## config.mk

```make
export PLATFORM = sky130hd
export DESIGN_NAME = pipe_ifid_ctrl_flat
export DESIGN_NICKNAME = d
export VERILOG_FILES = /design/src/rtl/pipe_pkg.sv /design/src/rtl/pipe_ifid_ctrl_if.sv /design/src/rtl/pipe_irq_sync.sv /design/src/rtl/pipe_ifid_ctrl.sv /design/src/flat_wrapper.sv
export SDC_FILE = /design/constraint.sdc
export NUM_CORES = 1
export LEC_CHECK = 0
export CORE_MARGIN = 2
export CORE_UTILIZATION = 33
export CTS_BUF_LIST = sky130_fd_sc_hd__clkbuf_4 sky130_fd_sc_hd__clkbuf_8
export DETAILED_ROUTE_END_ITERATION = 10
export GPL_ROUTABILITY_DRIVEN = 0
export PLACE_DENSITY_LB_ADDON = 0.1
export SLEW_MARGIN = 5
export SYNTH_ARGS = -nofsm -noshare
export SYNTH_HDL_FRONTEND = slang
export SYNTH_HIERARCHICAL = 1
export SYNTH_SLANG_ARGS = --single-unit
```

## constraint.sdc

```tcl
create_clock -name clk -period 3.5 [get_ports clk]
set_clock_uncertainty 0.1 [all_clocks]
set_input_delay 0.7 -clock clk [delete_from_list [all_inputs] [get_ports clk]]
set_output_delay 0.7 -clock clk [all_outputs]
set_load 0.005 [all_outputs]
```

## src/rtl/pipe_pkg.sv

```systemverilog
// Shared constants, instruction field helpers and the per-cycle action type
// for the IF/ID pipeline register and its hazard/flush control.
package pipe_pkg;

  localparam logic [31:0] NOP_INSTR = 32'h0000_0000;

  localparam int RS_HI    = 25;
  localparam int RS_LO    = 21;
  localparam int RT_HI    = 20;
  localparam int RT_LO    = 16;
  localparam int SUPV_BIT = 31;

  typedef enum logic [2:0] {
    ACT_NORMAL   = 3'd0,
    ACT_BRANCH   = 3'd1,
    ACT_IRQ      = 3'd2,
    ACT_LOAD_USE = 3'd3,
    ACT_JUMP     = 3'd4
  } id_action_e;

  function automatic logic [4:0] rs_field(input logic [31:0] instr);
    return instr[RS_HI:RS_LO];
  endfunction

  function automatic logic [4:0] rt_field(input logic [31:0] instr);
    return instr[RT_HI:RT_LO];
  endfunction

endpackage

```

## src/rtl/pipe_ifid_ctrl_if.sv

```systemverilog
// Signal bundle between the IF/ID control block and its surrounding pipeline.
// slave is the control block itself; master is the surrounding pipeline.
interface pipe_ifid_ctrl_if;

  logic [31:0] IF_Instruct;
  logic [31:0] IF_PC4;
  logic        ID_EX_MemRead;
  logic [4:0]  ID_EX_Rt;
  logic        EX_BranchTaken;
  logic        ID_Jump;
  logic        IRQ;
  logic [31:0] ID_Instruct;
  logic [31:0] ID_PC4;
  logic        ID_Valid;
  logic        PCWrite;
  logic        Stall;
  logic        ID_EX_Bubble;
  logic        IRQ_Taken;
  logic [31:0] EPC;

  modport master (
    output IF_Instruct, IF_PC4, ID_EX_MemRead, ID_EX_Rt, EX_BranchTaken, ID_Jump, IRQ,
    input  ID_Instruct, ID_PC4, ID_Valid, PCWrite, Stall, ID_EX_Bubble, IRQ_Taken, EPC
  );

  modport slave (
    input  IF_Instruct, IF_PC4, ID_EX_MemRead, ID_EX_Rt, EX_BranchTaken, ID_Jump, IRQ,
    output ID_Instruct, ID_PC4, ID_Valid, PCWrite, Stall, ID_EX_Bubble, IRQ_Taken, EPC
  );

endinterface

```

## src/rtl/pipe_irq_sync.sv

```systemverilog
// External interrupt synchroniser and sticky pending flag; a request only
// becomes pending while the instruction in ID runs in user mode.
module pipe_irq_sync #(
  parameter int IRQ_SYNC = 2
) (
  input  logic clk,
  input  logic rst_n,
  input  logic irq,
  input  logic user_mode,
  input  logic accept,
  output logic pending
);

  logic [IRQ_SYNC-1:0] sync_r;
  logic                pending_r;
  logic                pending_s;

  // Synchroniser chain on the asynchronous interrupt level
  always_ff @(posedge clk or negedge rst_n) begin
    if (!rst_n) begin
      sync_r <= {IRQ_SYNC{1'b0}};
    end else begin
      sync_r <= {sync_r[IRQ_SYNC-2:0], irq};
    end
  end

  // Acceptance clears the flag even if the level is still present
  always_comb begin
    pending_s = pending_r;
    if (accept) begin
      pending_s = 1'b0;
    end else if (sync_r[IRQ_SYNC-1] && user_mode) begin
      pending_s = 1'b1;
    end else begin
      pending_s = pending_r;
    end
  end

  // Pending flag register
  always_ff @(posedge clk or negedge rst_n) begin
    if (!rst_n) begin
      pending_r <= 1'b0;
    end else begin
      pending_r <= pending_s;
    end
  end

  assign pending = pending_r;

endmodule

```

## src/rtl/pipe_ifid_ctrl.sv

```systemverilog
// IF/ID pipeline register with load-use stall, branch/jump/interrupt flush
// and PC write control for the 5-stage MIPS pipeline.
module pipe_ifid_ctrl
  import pipe_pkg::*;
#(
  parameter logic [31:0] NOP_WORD = NOP_INSTR,
  parameter int          IRQ_SYNC = 2
) (
  input logic              clk,
  input logic              reset,
  pipe_ifid_ctrl_if.slave  bus
);

  logic [31:0] id_instr_r;
  logic [31:0] id_pc4_r;
  logic        id_valid_r;
  logic [31:0] epc_r;
  logic        irq_pending_s;
  logic        load_use_s;
  logic        irq_accept_s;
  logic        pc_write_s;
  logic        stall_s;
  logic        bubble_s;
  id_action_e  action_s;

  pipe_irq_sync #(.IRQ_SYNC(IRQ_SYNC)) u_irq_sync (
    .clk       (clk),
    .rst_n     (reset),
    .irq       (bus.IRQ),
    .user_mode (~id_pc4_r[SUPV_BIT]),
    .accept    (irq_accept_s),
    .pending   (irq_pending_s)
  );

  // Load-use compare (both fields, opcode-agnostic) and priority resolution
  always_comb begin
    load_use_s = 1'b0;
    action_s   = ACT_NORMAL;
    if (id_valid_r && bus.ID_EX_MemRead && (bus.ID_EX_Rt != 5'd0) &&
        ((bus.ID_EX_Rt == rs_field(id_instr_r)) || (bus.ID_EX_Rt == rt_field(id_instr_r)))) begin
      load_use_s = 1'b1;
    end else begin
      load_use_s = 1'b0;
    end
    if (bus.EX_BranchTaken) begin
      action_s = ACT_BRANCH;
    end else if (irq_pending_s && id_valid_r && !load_use_s) begin
      action_s = ACT_IRQ;
    end else if (load_use_s) begin
      action_s = ACT_LOAD_USE;
    end else if (id_valid_r && bus.ID_Jump) begin
      action_s = ACT_JUMP;
    end else begin
      action_s = ACT_NORMAL;
    end
  end

  // Control outputs decoded from the winning action
  always_comb begin
    pc_write_s   = 1'b1;
    stall_s      = 1'b0;
    bubble_s     = 1'b0;
    irq_accept_s = 1'b0;
    case (action_s)
      ACT_BRANCH:   bubble_s = 1'b1;
      ACT_IRQ: begin
        bubble_s     = 1'b1;
        irq_accept_s = 1'b1;
      end
      ACT_LOAD_USE: begin
        pc_write_s = 1'b0;
        stall_s    = 1'b1;
        bubble_s   = 1'b1;
      end
      ACT_JUMP:     bubble_s = 1'b0;
      ACT_NORMAL:   bubble_s = 1'b0;
      default:      bubble_s = 1'b0;
    endcase
  end

  // IF/ID register; flushes keep the fetched PC+4 so the mode bit tracks fetch
  always_ff @(posedge clk or negedge reset) begin
    if (!reset) begin
      id_instr_r <= NOP_WORD;
      id_pc4_r   <= 32'h0000_0000;
      id_valid_r <= 1'b0;
    end else begin
      case (action_s)
        ACT_LOAD_USE: begin
          id_instr_r <= id_instr_r;
          id_pc4_r   <= id_pc4_r;
          id_valid_r <= id_valid_r;
        end
        ACT_BRANCH, ACT_IRQ, ACT_JUMP: begin
          id_instr_r <= NOP_WORD;
          id_pc4_r   <= bus.IF_PC4;
          id_valid_r <= 1'b0;
        end
        default: begin
          id_instr_r <= bus.IF_Instruct;
          id_pc4_r   <= bus.IF_PC4;
          id_valid_r <= 1'b1;
        end
      endcase
    end
  end

  // Exception PC capture on interrupt acceptance
  always_ff @(posedge clk or negedge reset) begin
    if (!reset) begin
      epc_r <= 32'h0000_0000;
    end else if (irq_accept_s) begin
      epc_r <= id_pc4_r;
    end else begin
      epc_r <= epc_r;
    end
  end

  assign bus.ID_Instruct  = id_instr_r;
  assign bus.ID_PC4       = id_pc4_r;
  assign bus.ID_Valid     = id_valid_r;
  assign bus.EPC          = epc_r;
  assign bus.PCWrite      = pc_write_s;
  assign bus.Stall        = stall_s;
  assign bus.ID_EX_Bubble = bubble_s;
  assign bus.IRQ_Taken    = irq_accept_s;

endmodule

```

## src/flat_wrapper.sv

```systemverilog
// flat-port wrapper written by rule: the top's interface ports become plain ports
module pipe_ifid_ctrl_flat import pipe_pkg::*;
#(
  parameter logic [31:0] NOP_WORD = NOP_INSTR,
  parameter int          IRQ_SYNC = 2
)
  (clk, reset, bus_IF_Instruct, bus_IF_PC4, bus_ID_EX_MemRead, bus_ID_EX_Rt, bus_EX_BranchTaken, bus_ID_Jump, bus_IRQ, bus_ID_Instruct, bus_ID_PC4, bus_ID_Valid, bus_PCWrite, bus_Stall, bus_ID_EX_Bubble, bus_IRQ_Taken, bus_EPC);
  pipe_ifid_ctrl_if bus_i ();
  input logic clk;
  input logic reset;
  input wire logic [$bits(bus_i.IF_Instruct)-1:0] bus_IF_Instruct;
  input wire logic [$bits(bus_i.IF_PC4)-1:0] bus_IF_PC4;
  input wire logic [$bits(bus_i.ID_EX_MemRead)-1:0] bus_ID_EX_MemRead;
  input wire logic [$bits(bus_i.ID_EX_Rt)-1:0] bus_ID_EX_Rt;
  input wire logic [$bits(bus_i.EX_BranchTaken)-1:0] bus_EX_BranchTaken;
  input wire logic [$bits(bus_i.ID_Jump)-1:0] bus_ID_Jump;
  input wire logic [$bits(bus_i.IRQ)-1:0] bus_IRQ;
  output wire logic [$bits(bus_i.ID_Instruct)-1:0] bus_ID_Instruct;
  output wire logic [$bits(bus_i.ID_PC4)-1:0] bus_ID_PC4;
  output wire logic [$bits(bus_i.ID_Valid)-1:0] bus_ID_Valid;
  output wire logic [$bits(bus_i.PCWrite)-1:0] bus_PCWrite;
  output wire logic [$bits(bus_i.Stall)-1:0] bus_Stall;
  output wire logic [$bits(bus_i.ID_EX_Bubble)-1:0] bus_ID_EX_Bubble;
  output wire logic [$bits(bus_i.IRQ_Taken)-1:0] bus_IRQ_Taken;
  output wire logic [$bits(bus_i.EPC)-1:0] bus_EPC;
  assign bus_i.IF_Instruct = bus_IF_Instruct;
  assign bus_i.IF_PC4 = bus_IF_PC4;
  assign bus_i.ID_EX_MemRead = bus_ID_EX_MemRead;
  assign bus_i.ID_EX_Rt = bus_ID_EX_Rt;
  assign bus_i.EX_BranchTaken = bus_EX_BranchTaken;
  assign bus_i.ID_Jump = bus_ID_Jump;
  assign bus_i.IRQ = bus_IRQ;
  assign bus_ID_Instruct = bus_i.ID_Instruct;
  assign bus_ID_PC4 = bus_i.ID_PC4;
  assign bus_ID_Valid = bus_i.ID_Valid;
  assign bus_PCWrite = bus_i.PCWrite;
  assign bus_Stall = bus_i.Stall;
  assign bus_ID_EX_Bubble = bus_i.ID_EX_Bubble;
  assign bus_IRQ_Taken = bus_i.IRQ_Taken;
  assign bus_EPC = bus_i.EPC;
  pipe_ifid_ctrl #(.NOP_WORD(NOP_WORD), .IRQ_SYNC(IRQ_SYNC)) u_core (.clk(clk), .reset(reset), .bus(bus_i));
endmodule
```

==> impl_results.md, run 1 <==
* Status: finished, final reports clean
* Num CTS Buffers at 9
* Critical path arrival at 2640 ps
* ANT cells at 0
* Maxcap violations at 0
* CTS Buffer Depth at 2
* Worst slew pin tran at 582 ps
* Mapped cell area at 4160 sq um
* Wirelength per Cell at 15.9 microns
* Fillers at 1168
* Root Buffer: clkbuf_8
* Routed vias/inst at 4.46
* H-Tree Depth at 3
* Top post-synthesis cells by area: dfrtp_1, mux2_2, mux2i_1
* Peak Freq at 0.291 GHz
* Slew Limit Headroom at 61.2%
* Core ar. at 12500 sq um
* Antenna viol nets, final at 0
* DIE HEIGHT at 116 microns
* Die width at 116 microns
* Critical path type: input port to output port
* Syn. warnings at 6
* Worst-path clk slew at 90 ps
* DRT Pass-1 Iters at 4
* Die area at 13500 sq um
* Initial antenna violation count at 0
* Drt total wl at 10.6 mm
* Peak VDD IR at 0.000218 V
* Final setup violation count at 0
* Yosys reg bits at 100
* Final instance area at 6390 sq um
* RSZ-0062 raised after global routing: false
* Final Hold Viols at 0
* HPWL Detailed at 7.31 mm
* Ports at 176
* DRC at 0
* Slew Limit Fails at 0
* Area leader, netlist: dfrtp_1
* Starting Density at 33.4%
* Final #Nets at 563
* Fin crit share at 98.3%
* Syn_nets at 382
* Crit path time final at 3440 ps
* CP Max Fanout at 3
* Vias in the first global route at 3232
* Share of cells above drive strength 1 at 19.3%
* CTS tree: built
* Total congestion overflow at 0
* WP data required at 2700 ps
* Leakage power at 2.82 nW
* Clk_lat worst skew at 360 ps
* CTS Sinks at 100
* DRT iter0 DRCs at 102
* Syn Inst Count at 307
* Synth cell types at 21
* Largest net degree at the start of global routing at 57
* Dpl cell area at 6140 sq um
* P&R area growth vs syn at 53.4%
* Average cell area after synthesis at 13.6 sq um
* CP Launch Type: input port
* Sequential area share after synthesis at 60.1%
* PwrDens at 492 nW/um^2
* Port Buf Inserts at 175
* Crit. End Element: output port
* Via count at 2964
* Cell Rows at 41
* First-pass GRT wire length at 17.0 mm
* GRT Total Usage at 16.4%
* Overall Power at 3.14 mW
* Worst Hold Class: input port to async pin
* CTS Hold Bufs at 0
* Area share of the largest cell type after synthesis at 60.1%
==> through the flow <==
stage | setup slack (ps) | cells | hold slack, ps | utilization [%] | TNS (ps)
4_1_cts | 41.6 | 665 | 233 | 51.1 | 0
3_3_place_gp | -163 | 649 | 233 | 49.3 | -163
5_1_grt | 8.30 | 665 | 261 | 51.2 | 0
6_report | 60.7 | 665 | 230 | 51.2 | 0
3_5_place_dp | -136 | 649 | 241 | 49.3 | -136
2_1_floorplan | 627 | 307 | 231 | - | 0
==> cell usage after synthesis <==
master / instances
o21a_1: 1
o211ai_2: 1
nand2b_1: 32
nor2_1: 3
o22ai_1: 1
nand3b_1: 1
buf_2: 6
nand3_1: 2
xnor2_1: 10
or4_1: 1
nand2_1: 37
inv_2: 1
dfrtp_1: 100
clkbuf_1: 7
a21oi_1: 2
buf_6: 3
mux2_2: 60
mux2i_1: 32
inv_1: 2
a211oi_4: 1
mux2_1: 4
==> cell type report <==
class,count,area [sq um],share of cell area [%]
Inverter,3,11.3,0.176
Sequential cell,100,2500,39.2
Tap cell,172,215,3.37
Clock buffer,13,166,2.61
Multi-Input combinational cell,188,1580,24.7
Timing Repair Buffer,186,1840,28.9
Clock inverter,3,68.8,1.08
==> worst paths after layout <==
| path | start | end | slack (ps) | cells after the start |
|---|---|---|---|---|
| max in group asynchronous | reset | u_core/u_irq_sync/pending$_DFFE_PN0P_ | 2360 | 2 |
| hold reg to reg | u_core/u_irq_sync/sync_r[0]$_DFF_PN0_ | u_core/u_irq_sync/sync_r[1]$_DFF_PN0_ | 260 | 0 |
| hold / removal | reset | u_core/bus.ID_PC4[21]$_DFFE_PN0N_ | 230 | 1 |
| min in group clk | u_core/u_irq_sync/sync_r[0]$_DFF_PN0_ | u_core/u_irq_sync/sync_r[1]$_DFF_PN0_ | 260 | 0 |
| setup / recovery | bus_ID_EX_Rt[1] | bus_PCWrite | 60 | 6 |
| setup reg to reg | u_core/bus.ID_Instruct[17]$_DFFE_PN0N_ | u_core/bus.EPC[5]$_DFFE_PN0P_ | 1300 | 7 |
==> placed cells by master (no fill, tap or decap), drive strengths merged, types with 2 or more instances in the layout <==
master / synthesis / layout
clkdlybuf4s50: 0 / 173
dfrtp: 100 / 100
mux2: 64 / 64
nand2: 37 / 37
nand2b: 32 / 32
mux2i: 32 / 32
clkbuf: 7 / 13
buf: 9 / 12
xnor2: 10 / 10
nor2: 3 / 3
inv: 3 / 3
bufinv: 0 / 2
nand3: 2 / 2
a21oi: 2 / 2
==> state kept, by name (all words and copies together) (netlist names) <==
| register | count |
|---|---|
| u_core/bus.ID_Instruct | 32 |
| u_core/u_irq_sync/sync_r | 2 |
| u_core/bus.ID_PC4 | 32 |
| u_core/bus.EPC | 32 |
| u_core/u_irq_sync/pending | 1 |
| u_core/bus.ID_Valid | 1 |
==> kinds of logic after synthesis <==
logic type / share of synthesized area (%)
flip-flops: 60.1
multiplexers: 25.0
AND/OR/NAND/NOR: 9.01
buffers and inverters: 2.43
XOR/XNOR: 2.10
AO/OA/AOI/OAI: 1.35
==> where the power goes <==
part | switching (mW) | leakage, nW | internal, mW
Combinational | 0.260 | 1.48 | 0.575
Clock | 0.386 | 0.121 | 0.460
Sequential | 0.110 | 1.22 | 1.35
==> critical path, stage by stage <==
cell and delay (ps):
clkdlybuf4s50_1 420, or4_4 570, o211ai_4 220, nor2_1 80, nand2_2 130, clkdlybuf4s50_1 520
==> what timing repair did <==
item                                    4_1_cts  5_1_grt
endpoints found under the setup margin        1        3
setup buffers                                 0        0
resized for setup                             1        2
cloned                                        0        0
pin swaps                                     0        0
==> per-layer routing <==
layer,GRT usage (%),vias to the layer above,part of all wire (%)
met2,24.9,105,45
met1,21.8,1454,44
met4,6.19,0,1.4
li1,-,1394,-
met3,5.66,11,9.2
met5,0,-,0
(Power assumes the default switching activity.)
==> run 2: changes to the inputs <==
--- a/config.mk
+++ b/config.mk
@@ -5,7 +5,7 @@
 export SDC_FILE = /design/constraint.sdc
 export NUM_CORES = 1
 export LEC_CHECK = 0
-export CORE_MARGIN = 2
+export CORE_MARGIN = 1
 export CORE_UTILIZATION = 33
 export CTS_BUF_LIST = sky130_fd_sc_hd__clkbuf_4 sky130_fd_sc_hd__clkbuf_8
 export DETAILED_ROUTE_END_ITERATION = 10
==> impl_results.md, run 2 (same netlist as run 1, synthesis figures left out) <==
* Critical path arrival at 2620 ps
* Routed met2 length at 4.70 mm
* Port Buf Inserts at 175
* DRT Pass-1 Iters at 4
* DRT iter0 DRCs at 113
* Inst Count DP at 649
* Final setup violation count at 0
* Slew Limit Fails at 0
* Die area at 13100 sq um
* Antenna viol nets, final at 0
* Multi-input logic area at 1590 sq um
* ANT cells at 0
* Root Buffer: clkbuf_8
* Worst r2r path cells at 7
* Reg2reg end: u_core/bus.EPC[17]$_DFFE_PN0P_
* Die width at 114 microns
* Total congestion overflow at 0
* CTS tree: built
* Ports at 176
* Worst slew pin tran at 576 ps
* Largest net degree at the start of global routing at 60
* Commonest non-fill, non-tap cell in the layout: clkdlybuf4s50_1
* Fin crit share at 97.8%
* Critical path type: input port to output port
* P&R area growth vs syn at 53.4%
* Worst-path clk slew at 90 ps
* Final Util at 52.5%
* Fin cells at 665
* DIE HEIGHT at 114 microns
* Maxcap violations at 0
* CTS Sinks at 100
* Core ar. at 12200 sq um
* Fillers at 1109
* Uppermost layer routed: met4
* CTS Buffer Depth at 2
* Clk_lat worst skew at 370 ps
* Initial antenna violation count at 0
* Num CTS Buffers at 9
* RR Startpoint: u_core/bus.ID_Instruct[20]$_DFFE_PN0N_
* CP Launch Type: input port
* Wirelength per Cell at 15.5 microns
* R2r setup slk at 1250 ps
* Peak VDD IR at 0.000452 V
* RSZ-0062 raised after global routing: false
* Crit path time final at 3420 ps
* Post-CTS setup buffer count at 0
* Cell Rows at 40
* H-Tree Depth at 3
* Fin Setup TNS at 0 ps
* DRC at 0
* Share of cells above drive strength 1 at 20.1%
* Drt total wl at 10.3 mm
* Met3 WL at 1.08 mm
* CTS Hold Bufs at 0
* PwrDens at 479 nW/um^2
* Crit. End Element: output port
* Peak Freq at 0.292 GHz
* M1 wire length at 4.42 mm
* HPWL Detailed at 7.24 mm
* Slew Limit Headroom at 61.6%
* WP data required at 2700 ps
* Vias in the first global route at 3243
* Final #Nets at 567
* Via count at 2995
* CP Max Fanout at 4
* GRT Total Usage at 16.7%
* Final Hold Viols at 0
* Status: finished, final reports clean
* Starting Density at 34.2%
* Leakage power at 2.81 nW
* Routed vias/inst at 4.50
* Most frequent cells in the layout: clkdlybuf4s50_1, dfrtp_1, mux2_2, nand2_1
* First-pass GRT wire length at 16.6 mm
* Sequential cell area at 2500 sq um
* Worst Hold Class: input port to async pin
run 2: changes by cell type in the layout (fill, tap and decap cells not counted), sizes merged:
| cell | previous run | this run |
|---|---|---|
| dlygate4sd2 | 1 | 2 |
| clkinvlp | 0 | 3 |
| bufinv | 2 | 1 |
| clkbuf | 13 | 11 |
| buf | 12 | 16 |
| clkdlybuf4s50 | 173 | 172 |
run 2: stage by stage:
| stage | setup slack, ps | power, mW | hold WS, ps | cell area, sq um |
|---|---|---|---|---|
| after global routing | 0.549 | 3.24 | 228 | 6390 |
| after CTS | 48.1 | 3.12 | 216 | 6380 |
| after floorplan | 627 | 1.75 | 231 | 4160 |
| after detailed placement | -135 | 2.34 | 253 | 6170 |
| final | 78.2 | 3.06 | 214 | 6390 |
| after global placement | -156 | 2.32 | 237 | 6170 |
run 2: layout make-up:
cell class | instances | area share (%)
flip-flops and latches | 100 | 39.2
multi-input cells | 188 | 24.8
clock buffers | 11 | 2.27
repair buffers | 190 | 29.3
well taps | 168 | 3.29
inverters | 3 | 0.176
clock inverters | 5 | 0.960
run 2: worst max-delay path by stage:
stage                    start                to  slack [ps]  cells after the start
6_report       bus_ID_EX_Rt[1]       bus_PCWrite          80                      6
5_1_grt        bus_ID_EX_Rt[1]       bus_PCWrite         0.5                      6
4_1_cts        bus_ID_EX_Rt[1]       bus_PCWrite          50                      6
3_5_place_dp   bus_ID_EX_Rt[1]     bus_IRQ_Taken        -130                      6
3_3_place_gp   bus_ID_EX_Rt[1]     bus_IRQ_Taken        -160                      6
2_1_floorplan  bus_ID_EX_Rt[1]  bus_ID_EX_Bubble         630                      6
run 2: per-layer routing:
layer  GRT usage, %  vias to the layer above
met5              0                        -
met4           4.16                        0
met3           8.68                        6
met2           26.4                      110
met1           20.2                     1478
li1               -                     1401
run 2: report_power, final:
group	total [mW]	internal (mW)	leakage, nW	switching (mW)
clock network	0.757	0.359	0.0952	0.398
logic	0.839	0.577	1.50	0.262
registers	1.46	1.35	1.22	0.110
total	3.06	2.29	2.81	0.770
run 2: critical path, stage by stage:
cell and delay, ps:
clkdlybuf4s50_1 420, or4_4 560, o211ai_2 190, nor2_1 80
nand2_2 130, clkdlybuf4s50_1 530
run 2: repair_timing:
action,CTS,global route
endpoints found under the hold margin,0,0
pin swaps,1,1
setup endpoints to repair,2,2
resized for setup,4,1
